## src/rtl/mul_add_reconstruct_pkg.sv

```systemverilog
// Shared constants for the divider / reconstruct pair: FSM encoding, default
// operand width and the field positions inside the packed values bus.
package mul_add_reconstruct_pkg;

  localparam int DEFAULT_WIDTH = 8;

  // Field index inside values; multiply by WIDTH for the LSB position.
  localparam int QUOT_FIELD = 2;
  localparam int DIV_FIELD  = 1;
  localparam int REM_FIELD  = 0;

  typedef enum logic [2:0] {
    ST_IDLE  = 3'd0,
    ST_TEST  = 3'd1,
    ST_ADD   = 3'd2,
    ST_SHIFT = 3'd3,
    ST_DONE  = 3'd4,
    ST_HOLD  = 3'd5
  } state_e;

endpackage

```

## src/rtl/mul_add_reconstruct_if.sv

```systemverilog
// req/ack bus shared by the divider and its reconstruct partner.
interface mul_add_reconstruct_if #(
  parameter int WIDTH = mul_add_reconstruct_pkg::DEFAULT_WIDTH
);
  logic                 req;
  logic [3*WIDTH-1:0]   values;
  logic                 ack;
  logic                 busy;
  logic                 err;
  logic [2*WIDTH-1:0]   result;

  modport master (output req, values, input ack, busy, err, result);
  modport slave  (input req, values, output ack, busy, err, result);
endinterface

```

## src/rtl/mul_add_reconstruct.sv

```systemverilog
// Shift-and-add unit rebuilding quotient*divisor + remainder, flagging tuples
// that no valid division could have produced.
module mul_add_reconstruct
  import mul_add_reconstruct_pkg::*;
#(
  parameter int WIDTH = DEFAULT_WIDTH
) (
  input  logic                 clk,
  input  logic                 reset_n,
  mul_add_reconstruct_if.slave bus
);

  localparam int CW = $clog2(WIDTH + 1);

  state_e               state_r;
  state_e               state_s;
  logic [2*WIDTH-1:0]   acc_r;
  logic [2*WIDTH-1:0]   mcand_r;
  logic [WIDTH-1:0]     mplier_r;
  logic [CW-1:0]        cnt_r;
  logic                 errflag_r;
  logic                 ack_r;
  logic                 busy_r;
  logic                 err_r;
  logic [2*WIDTH-1:0]   result_r;

  logic [WIDTH-1:0]     quot_s;
  logic [WIDTH-1:0]     div_s;
  logic [WIDTH-1:0]     rem_s;
  logic                 last_iter_s;

  assign quot_s      = bus.values[QUOT_FIELD*WIDTH +: WIDTH];
  assign div_s       = bus.values[DIV_FIELD*WIDTH  +: WIDTH];
  assign rem_s       = bus.values[REM_FIELD*WIDTH  +: WIDTH];
  assign last_iter_s = (cnt_r == CW'(WIDTH - 1));

  // State register.
  always_ff @(posedge clk or negedge reset_n) begin
    if (!reset_n) begin
      state_r <= ST_IDLE;
    end else begin
      state_r <= state_s;
    end
  end

  // Next-state logic; always WIDTH iterations, no early exit on a zero multiplier.
  always_comb begin
    state_s = state_r;
    case (state_r)
      ST_IDLE: begin
        if (bus.req) state_s = ST_TEST;
        else         state_s = ST_IDLE;
      end
      ST_TEST: begin
        if (mplier_r[0]) state_s = ST_ADD;
        else             state_s = ST_SHIFT;
      end
      ST_ADD:  state_s = ST_SHIFT;
      ST_SHIFT: begin
        if (last_iter_s) state_s = ST_DONE;
        else             state_s = ST_TEST;
      end
      ST_DONE: state_s = ST_HOLD;
      ST_HOLD: begin
        if (bus.req) state_s = ST_HOLD;
        else         state_s = ST_IDLE;
      end
      default: state_s = ST_IDLE;
    endcase
  end

  // Datapath: operand capture, accumulate, shift, and publish on completion.
  always_ff @(posedge clk or negedge reset_n) begin
    if (!reset_n) begin
      acc_r     <= '0;
      mcand_r   <= '0;
      mplier_r  <= '0;
      cnt_r     <= '0;
      errflag_r <= 1'b0;
      err_r     <= 1'b0;
      result_r  <= '0;
    end else begin
      case (state_r)
        ST_IDLE: begin
          if (bus.req) begin
            acc_r     <= {{WIDTH{1'b0}}, rem_s};
            mcand_r   <= {{WIDTH{1'b0}}, div_s};
            mplier_r  <= quot_s;
            cnt_r     <= '0;
            errflag_r <= (div_s == '0) | (rem_s >= div_s);
          end
        end
        ST_ADD: begin
          acc_r <= acc_r + mcand_r;
        end
        ST_SHIFT: begin
          mcand_r  <= mcand_r << 1;
          mplier_r <= mplier_r >> 1;
          cnt_r    <= cnt_r + CW'(1);
        end
        ST_DONE: begin
          result_r <= acc_r;
          err_r    <= errflag_r;
        end
        default: begin
          acc_r <= acc_r;
        end
      endcase
    end
  end

  // Handshake outputs; busy tracks the state being entered so it is registered.
  always_ff @(posedge clk or negedge reset_n) begin
    if (!reset_n) begin
      ack_r  <= 1'b0;
      busy_r <= 1'b0;
    end else begin
      ack_r  <= (state_r == ST_DONE);
      busy_r <= (state_s != ST_IDLE);
    end
  end

  assign bus.ack    = ack_r;
  assign bus.busy   = busy_r;
  assign bus.err    = err_r;
  assign bus.result = result_r;

endmodule

```

## src/flat_wrapper.sv

```systemverilog
// flat-port wrapper written by rule: the top's interface ports become plain ports
module mul_add_reconstruct_flat import mul_add_reconstruct_pkg::*;
#(
  parameter int WIDTH = DEFAULT_WIDTH
)
  (clk, reset_n, bus_req, bus_values, bus_ack, bus_busy, bus_err, bus_result);
  mul_add_reconstruct_if #(.WIDTH(WIDTH)) bus_i ();
  input  logic clk;
  input  logic reset_n;
  input wire logic [$bits(bus_i.req)-1:0] bus_req;
  input wire logic [$bits(bus_i.values)-1:0] bus_values;
  output wire logic [$bits(bus_i.ack)-1:0] bus_ack;
  output wire logic [$bits(bus_i.busy)-1:0] bus_busy;
  output wire logic [$bits(bus_i.err)-1:0] bus_err;
  output wire logic [$bits(bus_i.result)-1:0] bus_result;
  assign bus_i.req = bus_req;
  assign bus_i.values = bus_values;
  assign bus_ack = bus_i.ack;
  assign bus_busy = bus_i.busy;
  assign bus_err = bus_i.err;
  assign bus_result = bus_i.result;
  mul_add_reconstruct #(.WIDTH(WIDTH)) u_core (.clk(clk), .reset_n(reset_n), .bus(bus_i));
endmodule
```

## config.mk

```make
export PLATFORM = sky130hd
export DESIGN_NAME = mul_add_reconstruct_flat
export DESIGN_NICKNAME = d
export VERILOG_FILES = /design/src/rtl/mul_add_reconstruct_pkg.sv /design/src/rtl/mul_add_reconstruct_if.sv /design/src/rtl/mul_add_reconstruct.sv /design/src/flat_wrapper.sv
export SDC_FILE = /design/constraint.sdc
export NUM_CORES = 1
export LEC_CHECK = 0
export CELL_PAD_IN_SITES_DETAIL_PLACEMENT = 0
export CELL_PAD_IN_SITES_GLOBAL_PLACEMENT = 1
export CORE_AREA = 10 10 104 106
export DETAILED_ROUTE_END_ITERATION = 12
export DIE_AREA = 0 0 114 116
export GPL_ROUTABILITY_DRIVEN = 0
export PLACE_DENSITY_LB_ADDON = 0.15
export SLEW_MARGIN = 25
export SYNTH_ARGS = -nofsm -noshare
export SYNTH_HDL_FRONTEND = slang
export SYNTH_SLANG_ARGS = --single-unit
```

## constraint.sdc

```tcl
create_clock -name clk -period 2.7 [get_ports clk]
set_clock_uncertainty 0.15 [all_clocks]
set_input_delay 0.405 -clock clk [delete_from_list [all_inputs] [get_ports clk]]
set_output_delay 0.405 -clock clk [all_outputs]
set_load 0.005 [all_outputs]
```

==> impl_summary.txt, run 1 <==
----------------------------------------------------
[STA]
  Setup violators final ... 0
  Post-route fraction of the period consumed by the critical path ... 0.9207
  Fmax achieved ... 0.4023 GHz
  Worst hold slack across all endpoints ... 0.3357 ns
  Hold Fails Final Rpt ... 0
  Setup repair after global routing missed its margin ... false
  Total negative slack ... 0 ns
  Post-layout min period ... 2.486 ns
  Pins Over Slew Limit ... 0
  Normalized max-slew margin ... 0.5676
  Slew at the pin closest to its max-slew limit ... 0.6442 ns

[Floorplanning]
  Die area ... 13220 um2
  Number of primary I/O pins ... 46
  Die Span Y ... about 120 um
  X dimension of the die ... roughly 110 um
  Starting Density ... 0.4214
  Placement Rows ... 34
  Placeable core region ... 8678 um2

[Synthesis]
  Syn Area/Cell ... around 10 um2
  Post-synthesis cell area ... 3657 um2
  Count of unique library cells instantiated by Yosys ... 46
  Post-synthesis sequential area ratio ... 0.4584
  Mapped Nets ... 419
  Most used DFF post-synth ... dfrtp_1
  Async SR Flop Fraction ... 1.000
  Proportion of netlist area held by the largest area contributor ... 0.4584
  Number of synthesis warnings ... 0
  Leading post-synthesis cells by cell area ... dfrtp_1 (46%), ha_1 (8.2%), o21ai_0 (6.8%)
  Post-synth EDFFs ... 0
  Flops & latches, synth ... 67
  Post-Syn Instances ... 367
  Area leader, netlist ... dfrtp_1

[Min path]
  Number of stages on the worst hold path ... 2
  Hold Path Class ... reg -> reg

[Finish]
  Most common cell after layout, fill and taps aside ... dfrtp_1
  Fillcell total ... 835
  Area Overhead vs Synth ... 22.00%
  Final nets ... 467
  Multi-input logic area ... 1874 um2
  Fraction of layout cells with a size suffix above 1 ... 0.1190
  Non-filler instance count after layout ... 528
  Diodes inserted ... 0
  Finished Core Util ... 0.5141
  Total area of sequential cells ... 1677 um2
  Leading cell types in the layout, fill and taps excluded ... dfrtp_1 (67), nand2_1 (55), o21ai_0 (50)

[Global routing]
  Number of antenna violations at the first check in global routing ... 0
  First-pass GRT wire length ... 14.06 mm
  Number of global-route vias before repair ... 2769
  Maximum number of pins on one net before global-route repair ... 68
  Total routing resource utilization after global routing ... 0.1316
  Overflow after GRT ... 0

[Drt]
  Count of vias placed by the detailed router ... 2767
  DRT Pass-1 Iters ... 4
  Met2 WL ... just under 4 mm
  Detailed-route wire length on metal 1 ... around 4.0 mm
  Top metal layer carrying routed signals ... met4
  Final routed wire length divided by cell count ... 15.69 um
  Vias per inst ... between 5 and 6
  Post-Route WL ... 8.282 mm
  Iteration-0 DRC count of the detailed router ... a little under 90
  Antenna violation net count after detailed routing ... 0
  Metal3 WL ... 258 um
  DRC errors left ... 0

[Setup path]
  Worst reg2reg path depth ... 9
  Critical path endpoint category ... flip-flop
  Setup Crit Path Kind ... reg -> reg
  Critical Path Start Type ... flip-flop
  Largest fanout on the critical path ... 3
  Data required time of the critical path ... about 2.8 ns
  Arrival time at the worst endpoint ... 2.54 ns

[Clock tree]
  Number of CTS-inserted buffers ... 9
  TritonCTS clock tree ... done
  Count of H-tree levels built during CTS ... 3
  Sinks on the clock net ... 67
  Number of setup buffers added after CTS ... 0
  Longest Clk Path Bufs ... 2
  Clock edge transition at the registers on the reported setup and hold paths ... about 0.070 ns
  Library cell used as clock root buffer ... clkbuf_8
  Latest clock arrival within the worst-skew pair ... 0.34 ns

[Outcome]
  Outcome ... complete, no violations

[Pwr]
  Max IR drop VDD ... 0.4375 mV
  Power per unit of standard cell area ... roughly 970 nW/um2
  Reported leakage power ... 1.826 nW
  Total power consumption of the routed design ... around 4.3 mW

[Place]
  HPWL after detailed placement ... 5.957 mm
  Placed cell count ... 511
  Number of port buffers ... 45

[Job]
  Max-cap check violation count ... 0

----------------------------------------------------
report_power, final:
group          switching [mW]  internal [mW]  leakage [nW]  total [mW]
Clock                   0.386          0.447        0.0991       0.833
Sequential              0.315           1.36         0.817        1.68
Combinational           0.987          0.838         0.909        1.83
cells by family after synthesis:
group                    share of synthesized area
AO/OA/AOI/OAI                               0.1567
buffers and inverters                      0.03250
flip-flops                                  0.4584
AND/OR/NAND/NOR                             0.1136
XOR/XNOR                                   0.03592
multiplexers                                0.1153
adder cells (fa/ha/maj)                    0.08758
layout make-up:
type	count	area share
clock buffers	11	0.03169
clock inverters	5	0.01178
inverters	15	0.01262
multi-input cells	270	0.4201
flip-flops and latches	67	0.3758
well taps	108	0.03029
repair buffers	52	0.1178
metal layers:
layer	global-route usage	vias up
met3	0.03359	10
met2	0.2024	33
met1	0.1723	1337
li1	-	1387
met4	0.05514	0
met5	0	-
Yosys cell counts, drive strengths merged (2+ instances only):
cell	number
o21ai	52
ha	24
buf	5
a31oi	2
o31ai	3
nand2	56
nor2b	5
nor2	17
a21o	2
inv	15
mux2	17
nand2b	2
nor4	2
xor2	7
dfrtp	67
nand4	2
or3	2
o21bai	2
o211ai	3
mux2i	23
xnor2	8
clkbuf	10
a21oi	25
worst max-delay path, cell delays in order (launching register included):
cell      delay [ns]
dfrtp_1         0.40
ha_1            0.25
fa_1            0.41
a21oi_1         0.24
o211ai_1        0.14
a21oi_2         0.25
o21bai_1        0.09
a21oi_1         0.17
xor2_1          0.15
o21ai_0         0.08
stage by stage:
stage / area, um2 / worst slack (ns)
finish: 4462 / 0.2140
CTS: 4458 / 0.1223
detailed placement: 4254 / 0.1462
floorplan: 3657 / 0.4416
global route: 4462 / 0.03561
global placement: 4254 / 0.1914
registers in the layout (all words and copies together) (netlist names):
register / cells
u_core.acc_r: 16
u_core.bus.result: 16
u_core.mcand_r: 16
u_core.mplier_r: 8
u_core.cnt_r: 4
u_core.state_r: 3
u_core.bus.ack: 1
u_core.bus.busy: 1
u_core.bus.err: 1
u_core.errflag_r: 1
what timing repair did:
item | 4_1_cts | 5_1_grt
hold endpoints to repair | 67 | 0
hold buffers | 1 | 0
setup endpoints to repair | 0 | 2
resized for setup | 0 | 1
worst paths after layout:
kind                                      end  slack [ns]          startpoint
min in group asynchronous   u_core.state_r[1]        0.47             reset_n
max in group asynchronous     u_core.acc_r[6]        1.65             reset_n
setup reg to reg             u_core.acc_r[12]        0.21   u_core.mcand_r[0]
hold reg to reg            u_core.mplier_r[1]        0.34  u_core.mplier_r[2]
hold / removal             u_core.mplier_r[1]        0.34  u_core.mplier_r[2]
setup / recovery             u_core.acc_r[12]        0.21   u_core.mcand_r[0]
Power figures use the tool's default switching activity.
==> inputs of run 2 (changes only) <==
--- a/config.mk
+++ b/config.mk
@@ -5,6 +5,8 @@
 export SDC_FILE = /design/constraint.sdc
 export NUM_CORES = 1
 export LEC_CHECK = 0
+export ABC_CLOCK_PERIOD_IN_PS = 2700
+export CAP_MARGIN = 20
 export CELL_PAD_IN_SITES_DETAIL_PLACEMENT = 0
 export CELL_PAD_IN_SITES_GLOBAL_PLACEMENT = 1
 export CORE_AREA = 10 10 104 106
==> results of run 2 <==
The final DEF is identical to that of run 1; final timing and power are the same.
==> inputs of run 3 (changes only) <==
--- a/config.mk
+++ b/config.mk
@@ -5,15 +5,16 @@
 export SDC_FILE = /design/constraint.sdc
 export NUM_CORES = 1
 export LEC_CHECK = 0
-export ABC_CLOCK_PERIOD_IN_PS = 2700
+export ABC_CLOCK_PERIOD_IN_PS = 2000
 export CAP_MARGIN = 20
 export CELL_PAD_IN_SITES_DETAIL_PLACEMENT = 0
 export CELL_PAD_IN_SITES_GLOBAL_PLACEMENT = 1
-export CORE_AREA = 10 10 104 106
+export CORE_AREA = 10 10 108 110
 export DETAILED_ROUTE_END_ITERATION = 12
-export DIE_AREA = 0 0 114 116
+export DIE_AREA = 0 0 118 120
 export GPL_ROUTABILITY_DRIVEN = 0
 export PLACE_DENSITY_LB_ADDON = 0.15
+export SETUP_SLACK_MARGIN = 0.5
 export SLEW_MARGIN = 25
 export SYNTH_ARGS = -nofsm -noshare
 export SYNTH_HDL_FRONTEND = slang
==> constraint.sdc (replaced) <==
create_clock -name clk -period 2 [get_ports clk]
set_clock_uncertainty 0.15 [all_clocks]
set_input_delay 0.3 -clock clk [delete_from_list [all_inputs] [get_ports clk]]
set_output_delay 0.3 -clock clk [all_outputs]
set_load 0.005 [all_outputs]
==> run 3 against run 2 <==
Against the previous run: the flow now finishes with violations (setup timing); flip-flop and latch count did not move; via count rose by 19%; wire length rose by 30%; count of clock-buffer cells in the layout did not move; sequential share of layout area fell by 9.7 points; largest power group unchanged; utilization rose by 12 points; final area rose by 35%.
==> impl_summary.txt, run 3 (synthesized netlist as in run 1, its figures left out) <==
----------------------------------------------------
[STA]
  Worst hold slack across all endpoints ... 0.2713 ns
  Pins Over Slew Limit ... 0
  Total negative slack ... -1.365 ns
  Slew at the pin closest to its max-slew limit ... 0.4821 ns
  Normalized max-slew margin ... 0.6756
  Worst Setup Slack, final ... -0.2353 ns
  Post-route fraction of the period consumed by the critical path ... 1.118
  Setup violators final ... 9
  Fmax achieved ... 0.4474 GHz
  Hold Fails Final Rpt ... 0
  Setup repair after global routing missed its margin ... true
  Post-layout min period ... 2.235 ns

[Floorplanning]
  Placeable core region ... 9549 um2
  Number of primary I/O pins ... 46
  X dimension of the die ... 118 um
  Die Span Y ... about 120 um
  Starting Density ... 0.3830
  Placement Rows ... 36
  Die area ... ~14000 um2

[Finish]
  Diodes inserted ... 0
  Leading cell types in the layout, fill and taps excluded ... buf_4 (86), dfrtp_1 (62), nand2_1 (51)
  Fillcell total ... 791
  Design Area, Final ... 6031 um2
  Final nets ... 584
  Most common cell after layout, fill and taps aside ... buf_4
  Non-filler instance count after layout ... approximately 670
  Fraction of layout cells with a size suffix above 1 ... 0.4187
  Area Overhead vs Synth ... 64.90%
  Total area of sequential cells ... 1683 um2
  Multi-input logic area ... 2272 um2

[Outcome]
  Outcome ... complete, but fails checks
  Violated checks ... setup timing

[Drt]
  DRT Pass-1 Iters ... 4
  Vias per inst ... 4.909
  Iteration-0 DRC count of the detailed router ... ~160
  DRC errors left ... 0
  Final routed wire length divided by cell count ... roughly 16 um
  Count of vias placed by the detailed router ... 3279
  Post-Route WL ... between 10 and 15 mm
  Antenna violation net count after detailed routing ... 0

[Min path]
  Hold Path Class ... in -> reg

[Setup path]
  Worst-path cell chain ... ha_2 -> fa_2 -> a21oi_4 -> buf_4 -> o21ai_1 -> a31o_2 -> a21oi_2 -> xor2_1 -> o21ai_0
  Critical path endpoint category ... flip-flop
  Largest fanout on the critical path ... 3
  Slowest stage cell, crit path ... dfrtp_1
  Critical path buffer and inverter count ... 1
  CP max stage delay ... roughly 0.4 ns
  Kind of cell adding the most delay to the critical path ... compound AO/OA/AOI/OAI gates
  Data required time of the critical path ... about 2.1 ns
  Setup Crit Path Kind ... reg -> reg
  Arrival time at the worst endpoint ... roughly 2.3 ns
  Critical Path Start Type ... flip-flop

[Pwr]
  Proportion of power drawn by combinational gates ... 0.584
  Reported leakage power ... 2.624 nW
  Net switching fraction of the power ... 0.3747
  Internal portion of total power ... between 4 and 5 mW
  Net Switching ... around 3.0 mW
  Max IR drop VDD ... between 0.6 and 0.7 mV
  Power per unit of standard cell area ... 1320 nW/um2
  Proportion of power drawn by flip-flops and latches ... 0.280
  Power share of the clock group ... 0.136

[Global routing]
  Number of global-route vias before repair ... ~3400
  Overflow after GRT ... 0
  Maximum number of pins on one net before global-route repair ... roughly 70
  Total routing resource utilization after global routing ... 0.1497
  Number of antenna violations at the first check in global routing ... 0
  First-pass GRT wire length ... 17.39 mm

[Clock tree]
  Library cell used as clock root buffer ... clkbuf_8
  Sinks on the clock net ... 67
  Clock edge transition at the registers on the reported setup and hold paths ... 0.08 ns
  Longest Clk Path Bufs ... 2
  Number of CTS-inserted buffers ... 9
  Count of H-tree levels built during CTS ... 3
  Latest clock arrival within the worst-skew pair ... 0.35 ns
  TritonCTS clock tree ... done

[Place]
  Area post-placement ... 5015 um2
  HPWL after detailed placement ... 6.706 mm
  Post-Place Worst Slack ... -0.2724 ns
  Placed cell count ... 603
  Number of port buffers ... 45

[Job]
  Max-cap check violation count ... 0

----------------------------------------------------
run 3: changes by cell type in the layout (fill, tap and decap cells not counted), moves of 12 or more:
cell	before	now
o21ai_1	2	32
clkdlybuf4s50_1	44	20
buf_4	4	86
buf_6	0	21
dlygate4sd2_1	0	21
o21ai_0	50	8
mux2_2	17	0
o21ai_2	0	12
mux2_4	0	17
run 3: worst paths after layout:
path                            startpoint                    end  slack (ns)  cells after the start
hold reg to reg            u_core.cnt_r[3]        u_core.cnt_r[3]        0.31                      1
hold / removal               bus_values[1]        u_core.acc_r[1]        0.27                      3
max in group asynchronous          reset_n      u_core.state_r[0]        1.03                      3
setup reg to reg           u_core.acc_r[0]        u_core.acc_r[8]       -0.24                      9
setup / recovery           u_core.acc_r[0]        u_core.acc_r[8]       -0.24                      9
min in group asynchronous          reset_n  u_core.bus.result[13]        0.35                      3
run 3: metrics by stage:
stage                       util  total power [mW]
after global placement    0.5252             5.790
after CTS                 0.6091             7.664
final                     0.6316             7.962
after global routing      0.6316             8.524
after detailed placement  0.5252             5.842
after floorplan                -             4.391
run 3: power groups by stage:
| stage | logic (mW) | clock network [mW] | registers [mW] |
|---|---|---|---|
| 6_report | 4.65 | 1.08 | 2.23 |
| 3_5_place_dp | 3.55 | 0 | 2.29 |
| 2_1_floorplan | 2.19 | 0 | 2.20 |
| 5_1_grt | 5.05 | 1.18 | 2.29 |
| 4_1_cts | 4.32 | 1.11 | 2.23 |
| 3_3_place_gp | 3.52 | 0 | 2.27 |
run 3: area by class of cell:
type	instances	area share
timing repair buffer	169	0.2776
inverter	15	0.01017
clock buffer	11	0.02178
multi-input combinational	270	0.3768
clock inverter	3	0.007054
tap	133	0.02759
sequential	67	0.2790
run 3: repair_timing:
| item | CTS | global route |
|---|---|---|
| hold endpoints to repair | 67 | 0 |
| pin swaps | 31 | 16 |
| setup buffers | 29 | 15 |
| gates cloned | 6 | 0 |
| hold buffers | 1 | 0 |
| endpoints found under the setup margin | 83 | 66 |
| resized for setup | 119 | 26 |
run 3: worst min-delay path: cells and delay by family:
family	cells	cell delay (ns)
compound gates	1	0.11
mux	1	0.08
buf+inv	1	0.23
run 3: layer usage:
| metal | vias to the layer above | share of wire | GRT usage |
|---|---|---|---|
| met5 | - | 0 | 0 |
| met4 | 0 | 0.026 | 0.06105 |
| met3 | 23 | 0.034 | 0.03891 |
| met2 | 59 | 0.49 | 0.2447 |
| met1 | 1567 | 0.45 | 0.1847 |
| li1 | 1630 | - | - |
